===== config.mk =====
export PLATFORM = sky130hd
export DESIGN_NAME = mac_divider
export DESIGN_NICKNAME = d
export VERILOG_FILES = /design/src/rtl/param_P.sv /design/src/rtl/mac_divider.sv
export SDC_FILE = /design/constraint.sdc
export NUM_CORES = 1
export LEC_CHECK = 0
export ABC_CLOCK_PERIOD_IN_PS = 3150
export CORE_ASPECT_RATIO = 1.25
export CORE_MARGIN = 2
export CORE_UTILIZATION = 56
export CTS_CLUSTER_DIAMETER = 150
export DETAILED_ROUTE_END_ITERATION = 8
export PLACE_DENSITY = 0.82
export SLEW_MARGIN = 15
export SYNTH_ARGS = -nofsm -noshare
export SYNTH_HDL_FRONTEND = slang
export SYNTH_SLANG_ARGS = --single-unit

===== constraint.sdc =====
create_clock -name clk -period 3.15 [get_ports clk]
set_clock_uncertainty 0.2 [all_clocks]
set_input_delay 0.4725 -clock clk [delete_from_list [all_inputs] [get_ports clk]]
set_output_delay 0.4725 -clock clk [all_outputs]
set_load 0.1 [all_outputs]

===== src/rtl/param_P.sv =====
// Shared operand width for the MAC / divider pair.
// P: width of one MAC factor; products and dividends are 2P bits.
package param_P;
    localparam int P = 8;
endpackage


===== src/rtl/mac_divider.sv =====
// Restoring divider that undoes the MAC: D = A*B + C -> Q = D/B, R = D%B.
// One quotient bit per cycle, start/ready/valid handshake.
// Ports:
//   clk, rst_n        clock and synchronous active-low reset
//   start, DD, BB     request, 2P-bit dividend, P-bit divisor
//   ready, valid      idle flag, one-cycle result pulse
//   QQ, RR, div_zero  quotient, remainder, divisor-was-zero flag
module mac_divider #(
    parameter int P = param_P::P
) (
    input  logic           clk,
    input  logic           rst_n,
    input  logic           start,
    input  logic [2*P-1:0] DD,
    input  logic [P-1:0]   BB,
    output logic           ready,
    output logic           valid,
    output logic [2*P-1:0] QQ,
    output logic [P-1:0]   RR,
    output logic           div_zero
);

    typedef enum logic [1:0] {IDLE, RUN, DONE} state_t;

    localparam int            CW   = $clog2(2 * P);
    localparam logic [CW-1:0] LAST = CW'(2 * P - 1);

    state_t         state;
    state_t         state_nx;
    logic [2*P-1:0] dvd;
    logic [2*P-1:0] quo;
    logic [2*P-1:0] quo_nx;
    logic [P-1:0]   dvs;
    logic [P-1:0]   rem;
    logic [P-1:0]   rem_nx;
    logic [P:0]     shifted;
    logic           qbit;
    logic [CW-1:0]  cnt;

    always_ff @(posedge clk) begin
        if (!rst_n) state <= IDLE;
        else        state <= state_nx;
    end

    always_comb begin
        state_nx = state;
        unique case (state)
            IDLE: begin
                if (start) state_nx = (BB == '0) ? DONE : RUN;
            end
            RUN: begin
                if (cnt == LAST) state_nx = DONE;
            end
            DONE:    state_nx = IDLE;
            default: state_nx = IDLE;
        endcase
    end

    assign ready = (state == IDLE);
    assign valid = (state == DONE);

    // Stored remainder is always < divisor, so it fits in P bits; only the
    // shifted trial value needs the extra bit.
    always_comb begin
        shifted = {rem, dvd[2*P-1]};
        qbit    = (shifted >= {1'b0, dvs});
        rem_nx  = qbit ? P'(shifted - {1'b0, dvs}) : shifted[P-1:0];
        quo_nx  = {quo[2*P-2:0], qbit};
    end

    always_ff @(posedge clk) begin
        if (!rst_n) begin
            dvd      <= '0;
            dvs      <= '0;
            rem      <= '0;
            quo      <= '0;
            cnt      <= '0;
            QQ       <= '0;
            RR       <= '0;
            div_zero <= 1'b0;
        end else begin
            unique case (state)
                IDLE: begin
                    if (start) begin
                        dvd <= DD;
                        dvs <= BB;
                        rem <= '0;
                        quo <= '0;
                        cnt <= '0;
                        if (BB == '0) begin
                            QQ       <= '1;
                            RR       <= DD[P-1:0];
                            div_zero <= 1'b1;
                        end
                    end
                end
                RUN: begin
                    dvd <= dvd << 1;
                    rem <= rem_nx;
                    quo <= quo_nx;
                    cnt <= cnt + 1'b1;
                    if (cnt == LAST) begin
                        QQ       <= quo_nx;
                        RR       <= rem_nx;
                        div_zero <= 1'b0;
                    end
                end
                default: ;
            endcase
        end
    end

endmodule


# Yosys cells after proc, flatten, opt, wreduce, memory -nomap -nowiden
# Cells that the tools add are included.
[word_totals]
reg_bits = 78
inputBits = 27
out_inout_bits = 27
elab_cells = 50
[op_classes]
n_addsub = 2
order_cmp = 1
eq_ne = 6
muxes = 25
reduce_logical = 7
[op_table]
columns = ["op", "count"]
rows = [
  ["16-bit two-way mux", 4],
  ["16-bit case mux with 2 select lines", 2],
  ["8-bit two-way mux", 5],
  ["8-bit case mux with 2 select lines", 2],
  ["15-bit case mux with 2 select lines", 1],
  ["15-bit two-way mux", 1],
  ["9-bit by 8-bit >= comparator with 1-bit output", 1],
  ["8-bit zero test", 1],
  ["4-bit case mux with 2 select lines", 1],
  ["8-bit subtractor", 1],
  ["2-bit two-way mux", 3],
  ["2-bit AND reduction", 3],
  ["4-bit by 1-bit adder with 4-bit output (second input constant)", 1],
  ["4-bit == test (second input constant)", 1],
  ["4-bit two-way mux", 1],
  ["2-bit inequality test (second input constant)", 2],
  ["2-bit case mux with 2 select lines", 1],
  ["4-bit AND reduction", 1],
  ["1-bit two-way mux", 3],
  ["2-bit by 1-bit == test with 1-bit output (second input constant)", 1],
  ["2-bit == test (second input constant)", 1],
  ["2-bit zero test", 1],
  ["2-bit by 1-bit inequality test with 1-bit output (second input constant)", 1],
  ["1-bit case mux with 2 select lines", 1],
  ["2-bit nonzero test", 1],
]

# Logic depth before layout (Yosys ltp)
# Gate-level depths: netlist of run 1.
[logic_depth]
word_depth = 4
ltp_mapped = 10
ltp_nobuf = 9

# Worst setup path before layout of run 1
# Ideal clock, no wire load.
[synth_path]
kind = "register to register"
from = "register state[1]"
to = "register RR[2]"
setup_time_ns = 0.123
arrival_time_ns = 2.500
required_time_ns = 2.827
setup_slack_ns = 0.327
path_stages_with_launch = 8
path_buffers = 1
synth_period_minus_slack_ns = 2.823
cell_sequence = "dfxtp_1 > nor2_1 > and2_1 > a21o_2 > buf_6 > nor2_1 > a41oi_1 > o21ai_1"
[synth_between]
elab_chain_cells = 3
word_cells_on_any_way = 8
classes_between = "4 x eq/ne; 1 x mux; 3 x reduce/logical"
[synth_lines]
columns = ["item", "line", "rtl"]
rows = [
  ["start: declaration", "mac_divider.sv:28", "state_t state;"],
  ["start signal: assignment", "mac_divider.sv:42", "else state <= state_nx;"],
  ["2-bit zero test *", "n/a", ""],
  ["named net ready", "mac_divider.sv:16", "output logic ready,"],
  ["2-bit by 1-bit inequality test with 1-bit output (no line) (tied with other cells)", "n/a", ""],
  ["4-bit AND reduction (no line)", "n/a", ""],
  ["end signal: assignment", "mac_divider.sv:92", "RR <= DD[P-1:0];"],
  ["end signal: assignment", "mac_divider.sv:104", "RR <= rem_nx;"],
  ["end: declaration", "mac_divider.sv:19", "output logic [P-1:0] RR,"],
]
# The timed path passes the listed nets; every way through them passes the cells marked *.
# A chain may end at the register's enable or synchronous reset.

# Worst setup path after layout of run 1
[layout_path]
from = "register dvs[5]"
to = "register RR[7]"
[layout_between]
elab_chain_cells = 4
word_cells_on_any_way = 5
classes_between = "1 x add/sub; 1 x order compare; 3 x mux"
[layout_lines]
columns = ["item", "line", "rtl"]
rows = [
  ["start: declaration", "mac_divider.sv:33", "logic [P-1:0] dvs;"],
  ["start signal: assignment", "mac_divider.sv:74", "dvs <= '0;"],
  ["start signal: assignment", "mac_divider.sv:86", "dvs <= BB;"],
  ["8-bit subtractor / 9-bit by 8-bit >= comparator with 1-bit output (equally long branches)", "mac_divider.sv:67, mac_divider.sv:66", ""],
  ["8-bit two-way mux *", "mac_divider.sv:67", "rem_nx = qbit ? P'(shifted - {1'b0, dvs}) : shifted[P-1:0];"],
  ["8-bit two-way mux *", "mac_divider.sv:102", "if (cnt == LAST) begin"],
  ["8-bit case mux with 2 select lines *", "mac_divider.sv:82", "unique case (state)"],
]
# Mark *: on every way between the ends. The rest lies on a longest branch, timed or not. The select of a mux whose other input is x is not followed.

==> results.toml, run 1 <==
[yosys]
synth_seq_cells = 78
syn_nets = 462
syn_area_sq_um = 3546
ys_seq_area_share_pct = 44.04
synthFlopType = "dfxtp_1"
synth_cell_type_count = 49
synthCells = 425
async_flop_share_pct = 0
ys_warn_count = 0
postSynthAreaPerCell_sq_um = 8.343
synth_edf_count = 0

[routing]
wirelength_microns = 8184
first_pass_iters = 4
drc = 0
drtAntennaViolNets = 0
drtIter0Drc = 204
via_per_inst = 5.669
wl_per_cell_microns = 14.72
via_count = 3152

[floorplan]
num_io_pins = 54
design.die.area_sq_um = 6988
die_width_microns = 75.17
die_h_microns = 92.97
core_sq_um = 6166
num_rows = 32
start_util_pct = 57.51

[clock_tree]
cts_tree = "yes"
cts_max_path_buffers = 2
cts-buffers-inserted = 9
cts_root_buffer = "clkbuf_8"
cts_max_level = 3
cts_resized = 0
clkSinkCount = 78
postCtsSetupBuffers = 0
clk_pin_slew_worst_paths_ns = 0.08
hold_buffers = 0
clkLatencyLatePin_ns = 0.35

[finish]
multi_input_area_sq_um = 1767
final_area_sq_um = 4257
syn_to_final_growth_pct = 20.04
drive_gt1_share_pct = 14.86
ff_latch_area_sq_um = 1562
diodes = 0
fill_cells = 543
final_nets = 503

[global_route]
grt_usage_pct = 24.93
grt_pass1_vias = 2947
grt_max_degree = 48
antenna_found_initial = 0
grt_first_pass_wirelength_microns = 13560
grt_overflow = 0

[placement]
io_buffers = 53
placed_cell_area_sq_um = 4034
globalplace.congestion = 0.8563
hpwlAfterDp_microns = 5667

[timing]
setup_tns_ns = 0
fmax_mhz = 385.0
period_minus_slack_ns = 2.598
rsz0062_at_grt = "false"
relSlewSlack_pct = 53.35
post-route-period-util_pct = 82.46
slew_violations = 0
setup_viol = 0
tightestPinTransition_ns = 0.6967
hold_violations = 0

[worst_setup_path]
crit_required_ns = 3.16
critPathCaptureType = "register"
reg2reg_depth = 8
start_kind = "register"
setup.worst_path.class = "register to register"
crit_arrival_ns = 2.61
cp_max_fo = 8

[hold_path]
min_path_cells = 2
hold_path_class = "register to register"

[status]
status = "complete, no violations"

[pwr]
p_leak_uw = 0.001680
power_density_nw_per_um2 = 594.9
peakVddDrop_mv = 0.3866
total_power_uw = 2532

[flow_run]
cap_violations = 0
==> layer usage <==
metal,track usage (%),share of wire (%),up-vias
met4,10.82,2.1,0
met1,32.14,44,1496
li1,-,-,1573
met3,5.441,4.6,17
met2,39.55,49,66
met5,0,0,-
==> synth_stat cells (10+ instances only) <==
cell	count	area share [%]
a21oi_1	31	4.4
a211oi_1	14	3.0
dfxtp_1	78	44
a22oi_1	17	3.6
nor2b_1	15	2.6
nand3_1	12	1.7
clkbuf_1	22	2.3
nor2_1	83	8.8
inv_1	15	1.6
nand2_1	33	3.5
o21ai_0	13	1.8
o221a_2	10	3.2
==> layout by cell type (no fill, tap or decap), drive strengths merged, types with 9 or more instances in the layout <==
cell,n
a22oi,17
ha,9
nor2b,15
clkbuf,11
o21ai,20
dfxtp,78
nor2,83
a211oi,15
nand3,12
buf,36
nand2,33
clkdlybuf4s50,26
inv,16
o221a,10
a21oi,31
==> registers in the layout (all words and copies together), names as in the netlist <==
signal,count
QQ,16
RR,8
cnt,4
div_zero,1
dvd,16
dvs,8
quo,15
rem,8
state,2
==> stage by stage <==
step / cells / hold slack [ns] / utilization, % / setup WS, ns
after floorplan: 425 / 0.2363 / - / 0.3271
after global placement: 540 / 0.2455 / 65.42 / 0.4756
after detailed placement: 540 / 0.2478 / 65.42 / 0.4147
after CTS: 556 / 0.2588 / 69.03 / 0.5853
after global routing: 556 / 0.2724 / 69.03 / 0.3240
final: 556 / 0.2577 / 69.03 / 0.5524
==> power breakdown <==
| part | internal (uW) | switching (uW) | leakage [uW] |
|---|---|---|---|
| Sequential | 1040 | 37.3 | 0.000635 |
| Clock | 470 | 362 | 0.000110 |
| Combinational | 253 | 375 | 0.000936 |
==> final cells by class <==
type / count / share of cell area [%]
multi-input combinational: 300 / 41.50
sequential: 78 / 36.68
timing repair buffer: 62 / 12.76
clock buffer: 11 / 3.322
tap: 85 / 2.499
clock inverter: 5 / 1.911
inverter: 15 / 1.323
==> worst paths after layout <==
check	startpoint	to	slack [ns]
worst max-delay path	dvs[5]	RR[7]	0.55
worst min-delay path	dvs[6]	dvs[6]	0.26
worst max register to register	dvs[5]	RR[7]	0.55
worst min register to register	dvs[6]	dvs[6]	0.26
==> critical path: stages (launching register included) <==
cell,delay [ns]
dfxtp_1,0.34
inv_1,0.05
ha_1,0.41
nand2_1,0.15
o21ai_0,0.16
and2_0,0.30
or2_1,0.42
mux2i_1,0.33
a21oi_1,0.10
==> kinds of logic after synthesis <==
logic type | after synthesis | synth area share [%]
mux | 3 | 0.8469
flops | 78 | 44.04
fa+ha+maj | 10 | 3.740
simple gates | 163 | 20.25
xor+xnor | 2 | 0.4941
buf+inv | 47 | 6.210
compound gates | 122 | 24.42
(Power assumes the default switching activity.)
==> run 2: changes to the inputs <==
--- a/config.mk
+++ b/config.mk
@@ -5,13 +5,13 @@
 export SDC_FILE = /design/constraint.sdc
 export NUM_CORES = 1
 export LEC_CHECK = 0
-export ABC_CLOCK_PERIOD_IN_PS = 3150
+export ABC_CLOCK_PERIOD_IN_PS = 2400
 export CORE_ASPECT_RATIO = 1.25
 export CORE_MARGIN = 2
-export CORE_UTILIZATION = 56
+export CORE_UTILIZATION = 54
 export CTS_CLUSTER_DIAMETER = 150
 export DETAILED_ROUTE_END_ITERATION = 8
-export PLACE_DENSITY = 0.82
+export PLACE_DENSITY = 0.8
 export SLEW_MARGIN = 15
 export SYNTH_ARGS = -nofsm -noshare
 export SYNTH_HDL_FRONTEND = slang
==> constraint.sdc (replaced) <==
create_clock -name clk -period 2.4 [get_ports clk]
set_clock_uncertainty 0.2 [all_clocks]
set_input_delay 0.36 -clock clk [delete_from_list [all_inputs] [get_ports clk]]
set_output_delay 0.36 -clock clk [all_outputs]
set_load 0.1 [all_outputs]
==> results.toml, run 2 (synthesized netlist as in run 1, its figures left out) <==
[finish]
drive_gt1_share_pct = 19.25
finalNonFillerCells = 570
fill_cells = 537
layout_common_cells = "nor2_1 (82), dfxtp_1 (78), buf_4 (45)"
diodes = 0
reg_top3 = "QQ (16), dvd (16), quo (15)"
syn_to_final_growth_pct = 24.70
multi_input_area_sq_um = 1808
final_common_cell = "nor2_1"
ff_latch_area_sq_um = 1562
final_nets = 515

[clock_tree]
cts_max_level = 3
cts_root_buffer = "clkbuf_8"
cts_tree = "yes"
clkLatencyLatePin_ns = 0.36
cts_max_path_buffers = 2
clk_pin_slew_worst_paths_ns = 0.08
clkSinkCount = 78
cts-buffers-inserted = 9
hold_buffers = 0

[floorplan]
core_sq_um = 6441
die_h_microns = 94.60
start_util_pct = 55.05
num_io_pins = 54
die_width_microns = 76.48
num_rows = 33
design.die.area_sq_um = 7235

[flow_run]
cap_violations = 0

[routing]
via_per_inst = 5.602
drtIter0Drc = 195
first_pass_iters = 4
wl_per_cell_microns = 14.83
top_layer = "met4"
wl_met2_microns = 4229
via_count = 3193
drc = 0
wirelength_microns = 8452
routed-wl-met3_microns = 376
wl_met1_microns = 3686
drtAntennaViolNets = 0

[worst_setup_path]
reg2reg_depth = 9
setup.worst_path.class = "register to register"
rr_endpoint = "RR[6]"
reg2reg_slack_ns = 0.15
crit_start = "dvd[15]"
worstReg2RegStart = "dvd[15]"
worstSetupEndpoint = "RR[6]"
start_kind = "register"
cp_max_fo = 3
critPathCaptureType = "register"
crit_arrival_ns = 2.34
crit_required_ns = 2.49

[timing]
period_minus_slack_ns = 2.252
setup_viol = 0
post-route-period-util_pct = 93.84
tightestPinTransition_ns = 0.5172
fmax_mhz = 444.0
slew_violations = 0
setup_ws_ns = 0.1479
hold_violations = 0
rsz0062_at_grt = "false"
relSlewSlack_pct = 65.52

[placement]
hpwlAfterDp_microns = 5880
post-place-ws_ns = -0.06940
globalplace.congestion = 0.8201
io_buffers = 53
dp.cells = 553

[pwr]
peakVddDrop_mv = 0.4566
total_power_uw = 3470
p_leak_uw = 0.001754
power_density_nw_per_um2 = 784.8

[global_route]
antenna_found_initial = 0
grt_first_pass_wirelength_microns = 13990
grt_overflow = 0
grt_max_degree = 48
grt_usage_pct = 24.35
grt_pass1_vias = 3034

[hold_path]
hold_path_class = "register to register"

[status]
status = "complete, no violations"
[run 2: cell types whose count changed in the layout (fill, tap and decap cells not counted), moves of 2 or more]
cell	change
ha_1	-2
mux2i_1	-2
nor2b_1	-2
buf_4	+10
mux2i_2	+2
nor2b_2	+2
buf_12	+2
[run 2: repair_timing]
| action | in CTS | in global routing |
|---|---|---|
| buffers inserted | 0 | 1 |
| gates resized for setup | 0 | 9 |
| hold endpoints to repair | 0 | 0 |
| endpoints found under the setup margin | 0 | 14 |
[run 2: worst min path at each step]
stage / from / to / slack, ns / depth (start not counted)
3_5_place_dp: dvs[4] / dvs[4] / 0.25 / 2
6_report: dvs[3] / dvs[3] / 0.26 / 2
2_1_floorplan: dvs[2] / dvs[2] / 0.24 / 2
3_3_place_gp: dvs[5] / dvs[5] / 0.24 / 2
5_1_grt: dvs[3] / dvs[3] / 0.28 / 2
4_1_cts: dvs[4] / dvs[4] / 0.26 / 2
[run 2: layout make-up]
type / instances / share of cell area [%]
multi-input cells: 300 / 40.89
inverters: 15 / 1.273
repair buffers: 74 / 14.88
clock inverters: 6 / 2.066
clock buffers: 10 / 3.113
well taps: 87 / 2.462
flip-flops and latches: 78 / 35.31
[run 2: power breakdown]
part	total, uW	internal (uW)	switching, uW	leakage (uW)
combinational	951	420	531	0.00100
sequential	1410	1360	47.5	0.000635
clock	1110	621	492	0.000117
[run 2: metal layers]
| layer | vias up | global-route usage (%) |
|---|---|---|
| met2 | 82 | 42.40 |
| li1 | 1607 | - |
| met3 | 12 | 4.015 |
| met5 | - | 0 |
| met1 | 1492 | 29.79 |
| met4 | 0 | 10.91 |
[run 2: critical path, stage by stage, from the launching register on]
cell and delay, ns:
dfxtp_1 0.32, inv_1 0.08, ha_2 0.20, fa_2 0.21
nor2b_2 0.05, o311a_1 0.37, or4_1 0.42, nand3_1 0.12
mux2i_2 0.09, a21oi_1 0.13
[run 2: through the flow]
stage / area [sq um] / TNS [ns] / hold slack, ns / utilization, %
2_1_floorplan: 3551 / 0 / 0.2363 / -
3_3_place_gp: 4149 / -0.03194 / 0.2443 / 64.41
3_5_place_dp: 4149 / -0.8852 / 0.2498 / 64.41
4_1_cts: 4378 / 0 / 0.2601 / 67.97
5_1_grt: 4422 / 0 / 0.2791 / 68.65
6_report: 4422 / 0 / 0.2575 / 68.65
==> run 3: changes to the inputs <==
--- a/config.mk
+++ b/config.mk
@@ -9,6 +9,7 @@
 export CORE_ASPECT_RATIO = 1.25
 export CORE_MARGIN = 2
 export CORE_UTILIZATION = 54
+export CTS_BUF_LIST = sky130_fd_sc_hd__clkbuf_16
 export CTS_CLUSTER_DIAMETER = 150
 export DETAILED_ROUTE_END_ITERATION = 8
 export PLACE_DENSITY = 0.8
==> results.toml, run 3 (synthesized netlist as in run 1, its figures left out) <==
[worst_setup_path]
crit_required_ns = 2.47
cp_cell_sequence = "inv_1 > ha_2 > fa_2 > nor2b_2 > o311a_1 > or4_1 > nand3_1 > mux2i_2 > a21oi_1"
worstSetupEndpoint = "RR[6]"
crit_arrival_ns = 2.32
cp_max_fo = 3
path_delay_family = "simple AND/OR/NAND/NOR gates"
reg2reg_depth = 9
cp.depth = 9
slowest_delay_ns = 0.42
reg2reg_slack_ns = 0.15
setup.worst_path.class = "register to register"
critPathCaptureType = "register"
start_kind = "register"
path_buf_inv = 1
rr_endpoint = "RR[6]"
crit_start = "dvd[15]"
worstReg2RegStart = "dvd[15]"
slowest_stage = "or4_1"

[flow_run]
cap_violations = 0

[hold_path]
hold_path_class = "register to register"

[timing]
period_minus_slack_ns = 2.249
relSlewSlack_pct = 65.32
tightestPinTransition_ns = 0.5202
fmax_mhz = 444.7
slew_violations = 0
rsz0062_at_grt = "false"
hold_violations = 0
post-route-period-util_pct = 93.70
setup_viol = 0

[finish]
final_nets = 515
drive_gt1_share_pct = 19.05
diodes = 0
final_common_cell = "nor2_1"
syn_to_final_growth_pct = 27.28
reg_top3 = "QQ (16), dvd (16), quo (15)"
layout_common_cells = "nor2_1 (82), dfxtp_1 (78), buf_4 (45)"
finalNonFillerCells = 570

[clock_tree]
clk_pin_slew_worst_paths_ns = 0.06
clkSinkCount = 78
cts_max_path_buffers = 2
clkLatencyLatePin_ns = 0.34
cts-buffers-inserted = 9
cts_max_level = 3
cts_tree = "yes"
cts_root_buffer = "clkbuf_16"

[routing]
drtIter0Drc = 251
wirelength_microns = 8702
first_pass_iters = 4
drtAntennaViolNets = 0
drc = 0
via_count = 3255
via_per_inst = 5.711
wl_per_cell_microns = 15.27

[global_route]
antenna_found_initial = 0
grt_usage_pct = 24.95
grt_overflow = 0
gr-max-usage-layer = "met2"
grt_first_pass_wirelength_microns = 14280
grt_pass1_vias = 3081
grt_max_degree = 48
grt.met2_usage_pct = 43.95
use_met3_pct = 4.111
gr-usage-met1_pct = 29.57

[pwr]
power.share.clock_pct = 38.1
p_switching_uw = 1124
switching_share_pct = 29.43
power_density_nw_per_um2 = 846.1
combPwrFrac_pct = 25.0
total_power_uw = 3819
seq_power_share_pct = 36.9
internal_power_uw = 2695
p_leak_uw = 0.001794
peakVddDrop_mv = 0.4500

[floorplan]
num_rows = 33
num_io_pins = 54
core_sq_um = 6441
start_util_pct = 55.05
die_width_microns = 76.48
design.die.area_sq_um = 7235
die_h_microns = 94.60

[placement]
globalplace.congestion = 0.8201
hpwlAfterDp_microns = 5880
dp.cells = 553
io_buffers = 53

[status]
status = "complete, no violations"
## run 3: cell types whose count changed in the layout (fill, tap and decap cells not counted)
cell / change
clkinv_1: +1
clkbuf_16: +9
clkbuf_8: -10
## run 3: power by group through the flow
stage	Sequential, uW	Combinational [uW]	Clock, uW
floorplan	1430	653	0
global placement	1430	847	0
detailed placement	1430	868	0
CTS	1410	876	1470
global route	1420	1050	1510
finish	1410	954	1460
## run 3: worst min path at each step
stage / endpoint / slack (ns) / start / cells after the start
2_1_floorplan: dvs[2] / 0.24 / dvs[2] / 2
3_3_place_gp: dvs[5] / 0.24 / dvs[5] / 2
3_5_place_dp: dvs[4] / 0.25 / dvs[4] / 2
4_1_cts: dvs[4] / 0.26 / dvs[4] / 2
5_1_grt: dvs[3] / 0.28 / dvs[3] / 2
6_report: dvs[3] / 0.25 / dvs[3] / 2
## run 3: final cells by class
type	count	area [sq um]
tap	87	108.9
inverter	15	56.30
multi-input combinational	300	1808
sequential	78	1562
timing repair buffer	74	658.1
clock inverter	7	95.09
fill	527	1928
clock buffer	9	225.2
## run 3: tightest hold or removal path: cells and delay by family, from the launching register on
kind	cells	cell delay, ns
flops	1	0.31
compound gates	1	0.05
simple gates	1	0.05
## run 3: routing by layer
layer	wire (microns)	up-vias	share of wire (%)
met3	363	15	4.2
met2	4309	84	50
li1	-	1611	-
met5	0	-	0
met1	3830	1545	44
met4	199	0	2.3
## run 3: metrics by stage
| stage | util (%) | hold WS [ns] | TNS, ns | instance area [sq um] | setup WS [ns] |
|---|---|---|---|---|---|
| after floorplan | - | 0.2363 | 0 | 3551 | 0.08620 |
| after global placement | 64.41 | 0.2443 | -0.03194 | 4149 | -0.006189 |
| after detailed placement | 64.41 | 0.2498 | -0.8852 | 4149 | -0.06940 |
| after CTS | 69.39 | 0.2576 | 0 | 4469 | 0.02598 |
| after global routing | 70.07 | 0.2764 | 0 | 4513 | 0.008397 |
| final | 70.07 | 0.2542 | 0 | 4513 | 0.1512 |
## run 3: timing repair
action	in CTS	in global routing
setup endpoints to repair	0	12
buffers inserted	0	1
hold buffers	0	0
resized for setup	0	9
